$ cat src/rtl/cas_pkg.sv
// Shared types and constants for the SYSTEM-format cassette loader.
// Latency: n/a (types, constants and a pure helper function only).
// Backpressure: n/a.
package cas_pkg;

  typedef enum logic [3:0] {
    ST_IDLE,
    ST_LEADER,
    ST_MARKER,
    ST_NAME,
    ST_BTYPE,
    ST_LEN,
    ST_ADRL,
    ST_ADRH,
    ST_DATA,
    ST_CKS,
    ST_ENTL,
    ST_ENTH,
    ST_DONE,
    ST_ERROR
  } cas_state_t;

  localparam logic [7:0] CAS_SYNC     = 8'hA5;
  localparam logic [7:0] CAS_SYS      = 8'h55;
  localparam logic [7:0] CAS_DATA     = 8'h3C;
  localparam logic [7:0] CAS_END      = 8'h78;
  localparam int         CAS_NAME_LEN = 6;

  // A parse is in progress in every state except the three resting states.
  function automatic logic cas_is_busy(input cas_state_t s);
    return !(s == ST_IDLE || s == ST_DONE || s == ST_ERROR);
  endfunction

endpackage

$ cat src/rtl/cas_cksum.sv
// Per-block 8-bit running checksum: cleared, accumulated, compared to a byte.
// Latency: sum registered one cycle after add; match is combinational on the held sum.
// Backpressure: none; caller strobes clr/add at most once per accepted byte.
module cas_cksum (
  input  logic       clk_sys,
  input  logic       reset,
  input  logic       clr,
  input  logic       add,
  input  logic [7:0] add_dat,
  input  logic [7:0] cmp_dat,
  output logic       match
);

  logic [7:0] sum_q, sum_d;

  // Next sum: clear at block start, modulo-256 add otherwise.
  always_comb begin
    sum_d = sum_q;
    if (clr) begin
      sum_d = 8'h00;
    end else if (add) begin
      sum_d = sum_q + add_dat;
    end
  end

  // Sum register.
  always_ff @(posedge clk_sys) begin
    if (reset) begin
      sum_q <= 8'h00;
    end else begin
      sum_q <= sum_d;
    end
  end

  assign match = (sum_q == cmp_dat);

endmodule

$ cat src/rtl/cas_loader.sv
// Parses a streamed .CAS SYSTEM image and writes its data blocks into main RAM.
// Latency: state and RAM write registered 1 cycle after the carrying dn_wr strobe.
// Backpressure: none; relies on dn_wr strobes being >=2 cycles apart. Macro CAS_CHECKSUM_EN.
module cas_loader
  import cas_pkg::*;
#(
  parameter logic [7:0]  CAS_IDX  = 8'd1,
  parameter logic [15:0] RAM_BASE = 16'h4000
) (
  input  logic        clk_sys,
  input  logic        reset,
  input  logic        dn_go,
  input  logic        dn_wr,
  input  logic [7:0]  dn_data,
  input  logic [7:0]  dn_idx,
  output logic        mem_wr,
  output logic [15:0] mem_addr,
  output logic [7:0]  mem_data,
  output logic        busy,
  output logic        done,
  output logic        error,
  output logic [15:0] entry_addr,
  output logic        rom_hit
);

  cas_state_t  state_q, state_d;
  logic        go_prev_q, go_prev_d;
  logic [8:0]  cnt_q, cnt_d;
  logic [15:0] addr_q, addr_d;
  logic [7:0]  entry_lo_q, entry_lo_d;
  logic [15:0] entry_addr_q, entry_addr_d;
  logic        rom_hit_q, rom_hit_d;
  logic        mem_wr_q, mem_wr_d;
  logic [15:0] mem_addr_q, mem_addr_d;
  logic [7:0]  mem_data_q, mem_data_d;

  logic start;
  logic byte_vld;
  logic ck_match;

  assign start    = dn_go && (dn_idx == CAS_IDX) && !go_prev_q;
  assign byte_vld = dn_wr && (dn_idx == CAS_IDX);
  assign go_prev_d = dn_go;

`ifdef CAS_CHECKSUM_EN
  logic ck_clr;
  logic ck_add;

  // Restart the sum at each block's length byte; seed with both address bytes.
  assign ck_clr = !start && byte_vld && (state_q == ST_LEN);
  assign ck_add = !start && byte_vld &&
                  (state_q == ST_ADRL || state_q == ST_ADRH || state_q == ST_DATA);

  cas_cksum u_cksum (
    .clk_sys (clk_sys),
    .reset   (reset),
    .clr     (ck_clr),
    .add     (ck_add),
    .add_dat (dn_data),
    .cmp_dat (dn_data),
    .match   (ck_match)
  );
`else
  // Checksum byte is consumed and discarded.
  assign ck_match = 1'b1;
`endif

  // FSM state register.
  always_ff @(posedge clk_sys) begin
    if (reset) begin
      state_q <= ST_IDLE;
    end else begin
      state_q <= state_d;
    end
  end

  // dn_go keeps being sampled through reset so a download already in flight
  // when reset drops is not mistaken for a fresh start.
  always_ff @(posedge clk_sys) begin
    go_prev_q <= go_prev_d;
  end

  // Datapath and write-port registers.
  always_ff @(posedge clk_sys) begin
    if (reset) begin
      cnt_q        <= '0;
      addr_q       <= '0;
      entry_lo_q   <= '0;
      entry_addr_q <= '0;
      rom_hit_q    <= 1'b0;
      mem_wr_q     <= 1'b0;
      mem_addr_q   <= '0;
      mem_data_q   <= '0;
    end else begin
      cnt_q        <= cnt_d;
      addr_q       <= addr_d;
      entry_lo_q   <= entry_lo_d;
      entry_addr_q <= entry_addr_d;
      rom_hit_q    <= rom_hit_d;
      mem_wr_q     <= mem_wr_d;
      mem_addr_q   <= mem_addr_d;
      mem_data_q   <= mem_data_d;
    end
  end

  // Next state and datapath: start wins, then the byte, then truncation.
  always_comb begin
    state_d      = state_q;
    cnt_d        = cnt_q;
    addr_d       = addr_q;
    entry_lo_d   = entry_lo_q;
    entry_addr_d = entry_addr_q;
    rom_hit_d    = rom_hit_q;
    mem_wr_d     = 1'b0;
    mem_addr_d   = mem_addr_q;
    mem_data_d   = mem_data_q;

    if (start) begin
      state_d      = ST_LEADER;
      entry_addr_d = '0;
      rom_hit_d    = 1'b0;
    end else begin
      if (byte_vld) begin
        case (state_q)
          ST_LEADER: begin
            if (dn_data == CAS_SYNC) begin
              state_d = ST_MARKER;
            end else if (dn_data != 8'h00) begin
              state_d = ST_ERROR;
            end
          end
          ST_MARKER: begin
            if (dn_data == CAS_SYS) begin
              state_d = ST_NAME;
              cnt_d   = 9'(CAS_NAME_LEN);
            end else begin
              state_d = ST_ERROR;
            end
          end
          ST_NAME: begin
            cnt_d = cnt_q - 9'd1;
            if (cnt_q == 9'd1) begin
              state_d = ST_BTYPE;
            end
          end
          ST_BTYPE: begin
            if (dn_data == CAS_DATA) begin
              state_d = ST_LEN;
            end else if (dn_data == CAS_END) begin
              state_d = ST_ENTL;
            end else begin
              state_d = ST_ERROR;
            end
          end
          ST_LEN: begin
            // A zero length byte encodes a full 256-byte block.
            cnt_d   = (dn_data == 8'h00) ? 9'd256 : {1'b0, dn_data};
            state_d = ST_ADRL;
          end
          ST_ADRL: begin
            addr_d[7:0] = dn_data;
            state_d     = ST_ADRH;
          end
          ST_ADRH: begin
            addr_d[15:8] = dn_data;
            state_d      = ST_DATA;
          end
          ST_DATA: begin
            if (addr_q >= RAM_BASE) begin
              mem_wr_d   = 1'b1;
              mem_addr_d = addr_q;
              mem_data_d = dn_data;
            end else begin
              rom_hit_d = 1'b1;
            end
            addr_d = addr_q + 16'd1;
            cnt_d  = cnt_q - 9'd1;
            if (cnt_q == 9'd1) begin
              state_d = ST_CKS;
            end
          end
          ST_CKS: begin
            state_d = ck_match ? ST_BTYPE : ST_ERROR;
          end
          ST_ENTL: begin
            entry_lo_d = dn_data;
            state_d    = ST_ENTH;
          end
          ST_ENTH: begin
            entry_addr_d = {dn_data, entry_lo_q};
            state_d      = ST_DONE;
          end
          default: begin
          end
        endcase
      end
      // A byte arriving with the dn_go fall is processed first, then truncation applies.
      if (cas_is_busy(state_d) && !dn_go) begin
        state_d = ST_ERROR;
      end
    end
  end

  // Status outputs decoded from the registered state.
  always_comb begin
    busy  = cas_is_busy(state_q);
    done  = (state_q == ST_DONE);
    error = (state_q == ST_ERROR);
  end

  assign mem_wr     = mem_wr_q;
  assign mem_addr   = mem_addr_q;
  assign mem_data   = mem_data_q;
  assign entry_addr = entry_addr_q;
  assign rom_hit    = rom_hit_q;

endmodule

$ cat config.mk
export PLATFORM = sky130hd
export DESIGN_NAME = cas_loader
export DESIGN_NICKNAME = d
export VERILOG_FILES = /design/src/rtl/cas_pkg.sv /design/src/rtl/cas_cksum.sv /design/src/rtl/cas_loader.sv
export SDC_FILE = /design/constraint.sdc
export NUM_CORES = 1
export LEC_CHECK = 0
export ABC_AREA = 1
export CAP_MARGIN = 20
export CORE_UTILIZATION = 55
export DETAILED_ROUTE_END_ITERATION = 10
export PLACE_DENSITY = 0.79
export SKIP_LAST_GASP = 1
export SLEW_MARGIN = 20
export SYNTH_ARGS = -nofsm -noshare
export SYNTH_HDL_FRONTEND = slang
export SYNTH_SLANG_ARGS = --single-unit
$ cat constraint.sdc
create_clock -name clk_sys -period 4.1 [get_ports clk_sys]
set_input_delay 0.41 -clock clk_sys [delete_from_list [all_inputs] [get_ports clk_sys]]
set_output_delay 0.41 -clock clk_sys [all_outputs]
set_load 0.02 [all_outputs]
## Yosys cells after proc, flatten, opt, wreduce, memory -nomap -nowiden

Cells that the tools add are included.

- Bits in registers: 80
- Output and inout port bits: 45
- Word-level logic and storage cells: 90
- Input port bits: 20

- Eq/ne operators: 22
- Reductions and logical operators: 30
- Magnitude comparators: 1
- Bitwise gates (word level): 4
- Mux-type cells: 18
- Add/sub/neg operators: 2

Operators by type and width:

| kind | count |
|---|---|
| case mux 4 bit (11 select lines) | 1 |
| 2-to-1 mux 4 bit | 9 |
| == test 4 bit (second input constant) | 8 |
| case mux 8 bit (2 select lines) | 2 |
| case mux 9 bit (3 select lines) | 1 |
| 2-to-1 mux 9 bit | 2 |
| adder 16 x 1 -> 16 bit (second input constant) | 1 |
| == test 4 x 3 -> 1 bit (second input constant) | 4 |
| == test 8 x 7 -> 1 bit (second input constant) | 2 |
| greater-or-equal comparator 16 x 15 -> 1 bit (second input constant) | 1 |
| AND reduction 3 bit | 4 |
| == test 9 x 1 -> 1 bit (second input constant) | 1 |
| subtractor 9 x 1 -> 9 bit (second input constant) | 1 |
| == test 4 x 2 -> 1 bit (second input constant) | 2 |
| == test 8 x 1 -> 1 bit (second input constant) | 1 |
| == test 8 x 6 -> 1 bit (second input constant) | 1 |
| == test 8 bit (second input constant) | 1 |
| logical NOT 4 bit | 2 |
| logical NOT 8 bit | 1 |
| AND reduction 4 bit | 2 |
| nonzero test 8 bit | 1 |
| == test 4 x 1 -> 1 bit (second input constant) | 1 |
| logical AND 1 bit | 4 |
| logical NOT 1 bit | 4 |
| other kinds (11) | 20 |

## Depth between registers and ports, before layout

- Word-level depth: 13
- Depth in mapped cells: 16
- Mapped depth without buffers: 15

## Worst setup path before layout

OpenSTA, ideal clock, no wires.

- Path kind: register to register
- From: reg addr_q[0]
- To: reg addr_q[12]
- Clock period less this slack: 1.646 ns
- Data arrival time: 1.527 ns
- Required time: 3.981 ns
- Buffers on the path: 0
- Path slack: 2.454 ns
- Setup time: 0.119 ns
- Stages on the path, launching flop included: 10
- Cells stage by stage: dfxtp_1 ha_1 nand2_1 nor3_1 nand2_1 nor2_2 nand2_1 xor2_1 a211oi_1 nor2_1

- Word-level cells in the longest chain between the ends: 2

Ends and longest elaborated chain:

| what | RTL line | RTL |
|---|---|---|
| start: declaration | cas_loader.sv:29 | `logic [15:0] addr_q, addr_d;` |
| start signal: assignment | cas_loader.sv:96 | `addr_q <= addr_d;` |
| adder 16 x 1 -> 16 bit | cas_loader.sv:176 | `addr_d = addr_q + 16'd1;` |
| case mux 8 bit (2 select lines) | cas_loader.sv:124 | `case (state_q)` |

Every way passes these cells.
A chain may end at the register's enable or synchronous reset.

## Worst setup path in the final report

- From: reg state_q[3]
- To: out busy

- Word-level cells in the longest chain between the ends: 4
- Elaborated cells between the ends (all ways): 6
- Classes of those cells: eq/ne: 2; reduce/logical: 4

Ends and longest elaborated chain:

| what | RTL line | RTL |
|---|---|---|
| start: declaration | cas_loader.sv:26 | `cas_state_t state_q, state_d;` |
| start signal: assignment | cas_loader.sv:73 | `state_q <= state_d;` |
| == test 4 bit or logical NOT 4 bit (tied branches) | cas_pkg.sv:31 | `return !(s == ST_IDLE \|\| s == ST_DONE \|\| s == ST_ERROR);` |
| logical OR 1 bit | cas_pkg.sv:31 |  |
| logical OR 1 bit * | cas_pkg.sv:31 |  |
| logical NOT 1 bit * | cas_pkg.sv:31 |  |
| end: declaration | cas_loader.sv:19 | `output logic busy,` |

Every way passes the cells marked *; elsewhere a longest branch is shown, timed or not.

==> impl_metrics.json <==
{
  "antenna_found_initial": 0,
  "min_to": "entry_addr[11]",
  "timing.final.crit_share_pct": 55.3,
  "grt_pass1_vias": 3892,
  "post_cts_resize_count": 0,
  "critical_path_arrival_ps": 1860,
  "drt-total-wl_mm": 10.5,
  "crit_family": "buffers and inverters",
  "ios": 65,
  "grt_overflow_total": 0,
  "period_minus_slack_ps": 2270,
  "p_sw_w": 0.000564,
  "port_buffers": 64,
  "diodes": 0,
  "drtPass1Iterations": 5,
  "finalSetupTns_ps": 0,
  "first_iter_violations": 202,
  "max_stage_delay_ps": 600,
  "via_count": 3976,
  "cts_hold_buf": 0,
  "die_area_um2": 8070,
  "regToRegEndpoint": "mem_data[5]",
  "cts_max_level": 3,
  "numCtsBuffers": 9,
  "ys_ff_latch": 80,
  "ir_drop_uv": 227,
  "p_int_w": 0.00122,
  "start_util_pct": 57.6,
  "rsz0062_at_grt": "no",
  "clkTransAtPathRegs_ps": 90,
  "slew_headroom_pct": 52.6,
  "ant_nets": 0,
  "rows": 31,
  "max_freq_ghz": 0.441,
  "path_max_fanout": 7,
  "crit_required_ps": 3690,
  "met2_usage_pct": 47.6,
  "min_path_cells": 2,
  "grt_usage_pct": 27.5,
  "use_met1_pct": 33.3,
  "nets": 663,
  "dp.final_hpwl_mm": 7.59,
  "cp-end-kind": "primary output",
  "maxCapViolations": 0,
  "slowest_stage": "clkdlybuf4s50_1",
  "grt_start_max_net_pins": 38,
  "critPathBufInv": 3,
  "gp_congestion": 0.934,
  "drv_slew": 0,
  "post-route-drc-count": 0,
  "postCtsSetupBuffers": 0,
  "r2r_start": "state_q[3]",
  "cts.sinks": 80,
  "die_h_um": 89.8,
  "die_w_um": 89.8,
  "drive_gt1_share_pct": 11.9,
  "cp-start-kind": "flip-flop",
  "fin_skew_ps": 7.75,
  "path_class": "flip-flop to primary output",
  "grtUsageMet3_pct": 4.31,
  "status": "completed",
  "min-delay-start": "entry_addr[11]",
  "reg2reg_depth": 8,
  "ys_seq_area_share_pct": 37.8,
  "ys.warnings.count": 0,
  "routedWlPerCell_um": 14.1,
  "tritoncts": "done",
  "power_frac_comb_pct": 19.9,
  "syn_nets": 608,
  "via_per_inst": 5.34,
  "postSynthAreaPerCell_um2": 7.25,
  "clk_latency_ps": 350,
  "synth.distinct_cells": 43,
  "worstPathCellList": "nor2_2 -> nand2_1 -> nand2_1 -> inv_1 -> nor2_1 -> inv_1 -> clkdlybuf4s50_1",
  "worst_slew_pin_slew_ps": 709,
  "hold_viol": 0,
  "core-area_um2": 7370,
  "final_area_um2": 5090,
  "rrSetupSlack_ps": 1960,
  "grt_pass1_wl_mm": 18.0,
  "hold_class": "flip-flop to flip-flop",
  "seqPwrFrac_pct": 44.9,
  "clkPwrFrac_pct": 35.2,
  "postPlaceCellArea_um2": 4880,
  "finalSetupViolCount": 0,
  "switching_share_pct": 31.7,
  "total_leakage_power_nw": 2.02,
  "syn_area_um2": 4240,
  "cts_buffer_depth": 2,
  "busiest_layer": "met2",
  "syn_inst": 585,
  "power.density_nw_per_um2": 350,
  "cts-root-buf": "clkbuf_8",
  "syn2layout_area_growth_pct": 20.1
}
## per-layer routing
| metal | wire length (um) | vias to the layer above |
|---|---|---|
| li1 | - | 2021 |
| met1 | 4560 | 1786 |
| met2 | 5090 | 143 |
| met3 | 554 | 26 |
| met4 | 283 | 0 |
| met5 | 0 | - |
## Yosys cell counts (all sizes together)
library cell | count | area [um^2]
a31oi | 10 | 62.6
clkinv | 2 | 12.5
a21boi | 1 | 7.51
nor2 | 126 | 574
or2 | 3 | 18.8
xor2 | 10 | 87.6
nand3b | 3 | 22.5
nand2 | 89 | 369
o21ai | 42 | 221
dfxtp | 80 | 1600
nand3 | 20 | 110
nor3 | 8 | 50.1
a22oi | 1 | 7.51
xnor2 | 2 | 17.5
inv | 83 | 322
buf | 11 | 104
a32oi | 1 | 8.76
clkbuf | 11 | 41.3
o22ai | 6 | 37.5
a21oi | 23 | 130
ha | 3 | 37.5
a211oi | 42 | 345
o211ai | 2 | 15.0
and3 | 1 | 6.26
nand4 | 5 | 31.3
## logic make-up after synthesis
kind of cell	count (synthesis)	synth area share (%)
AOI/OAI and AO/OA	128	19.7
xor gates and xnor gates	12	2.48
adders and majority gates	3	0.885
buffers and inverters	107	11.3
DFF	80	37.8
and+or+nand+nor	255	27.9
## tightest hold or removal path: stages, from the launching register on
cell and delay (ps):
dfxtp_1 320, inv_1 50, a211oi_1 50
## power groups by stage
stage               Combinational (W)  Clock (W)  Sequential (W)
floorplan                    0.000258          0        0.000815
global placement             0.000345          0        0.000818
detailed placement           0.000346          0        0.000819
CTS                          0.000348   0.000633        0.000801
global route                 0.000393   0.000664        0.000803
finish                       0.000354   0.000627        0.000801
## final cells by class
| class | count | area, um^2 |
|---|---|---|
| Tap cell | 99 | 124 |
| Timing Repair Buffer | 66 | 656 |
| Clock inverter | 5 | 61.3 |
| Clock buffer | 11 | 151 |
| Multi-Input combinational cell | 398 | 2170 |
| Fill cell | 613 | 2280 |
| Sequential cell | 80 | 1600 |
| Inverter | 85 | 334 |
## sequential cells by signal (all words and copies together) (netlist names)
signal      count
go_prev_q       1
mem_wr          1
mem_addr       16
addr_q         16
mem_data        8
rom_hit         1
state_q         4
entry_lo_q      8
entry_addr     16
cnt_q           9
## stage by stage
step | cells | total power (W) | hold WS (ps) | setup slack (ps) | util (%)
2_1_floorplan | 585 | 0.00107 | 434 | 2450 | -
3_3_place_gp | 728 | 0.00116 | 442 | 1420 | 66.2
3_5_place_dp | 728 | 0.00117 | 446 | 1290 | 66.2
4_1_cts | 744 | 0.00178 | 461 | 1670 | 69.0
5_1_grt | 744 | 0.00186 | 476 | 1680 | 69.1
6_report | 744 | 0.00178 | 460 | 1830 | 69.1
## layout by cell type, fill, tap and decap left out, drive strengths merged, types with 2 or more instances in the layout
cell	Yosys	final
ha	3	3
a21oi	23	23
nand4	5	5
clkdlybuf4s50	0	64
inv	83	85
nand3b	3	3
dfxtp	80	80
xnor2	2	2
a211oi	42	42
a31oi	10	10
nor2	126	126
or2	3	3
nand2	89	89
buf	11	2
nand3	20	20
clkbuf	11	11
clkinv	2	4
o21ai	42	42
o22ai	6	6
o211ai	2	2
nor3	8	8
xor2	10	10
## how the worst max path moves through the flow
stage	start	to	depth (start not counted)
3_3_place_gp	dn_idx[0]	entry_addr[6]	10
3_5_place_dp	dn_idx[0]	entry_addr[13]	10
5_1_grt	state_q[3]	busy	7
6_report	state_q[3]	busy	7
2_1_floorplan	addr_q[0]	addr_q[12]	9
4_1_cts	dn_idx[0]	entry_addr[9]	10
(Power assumes the default switching activity.)
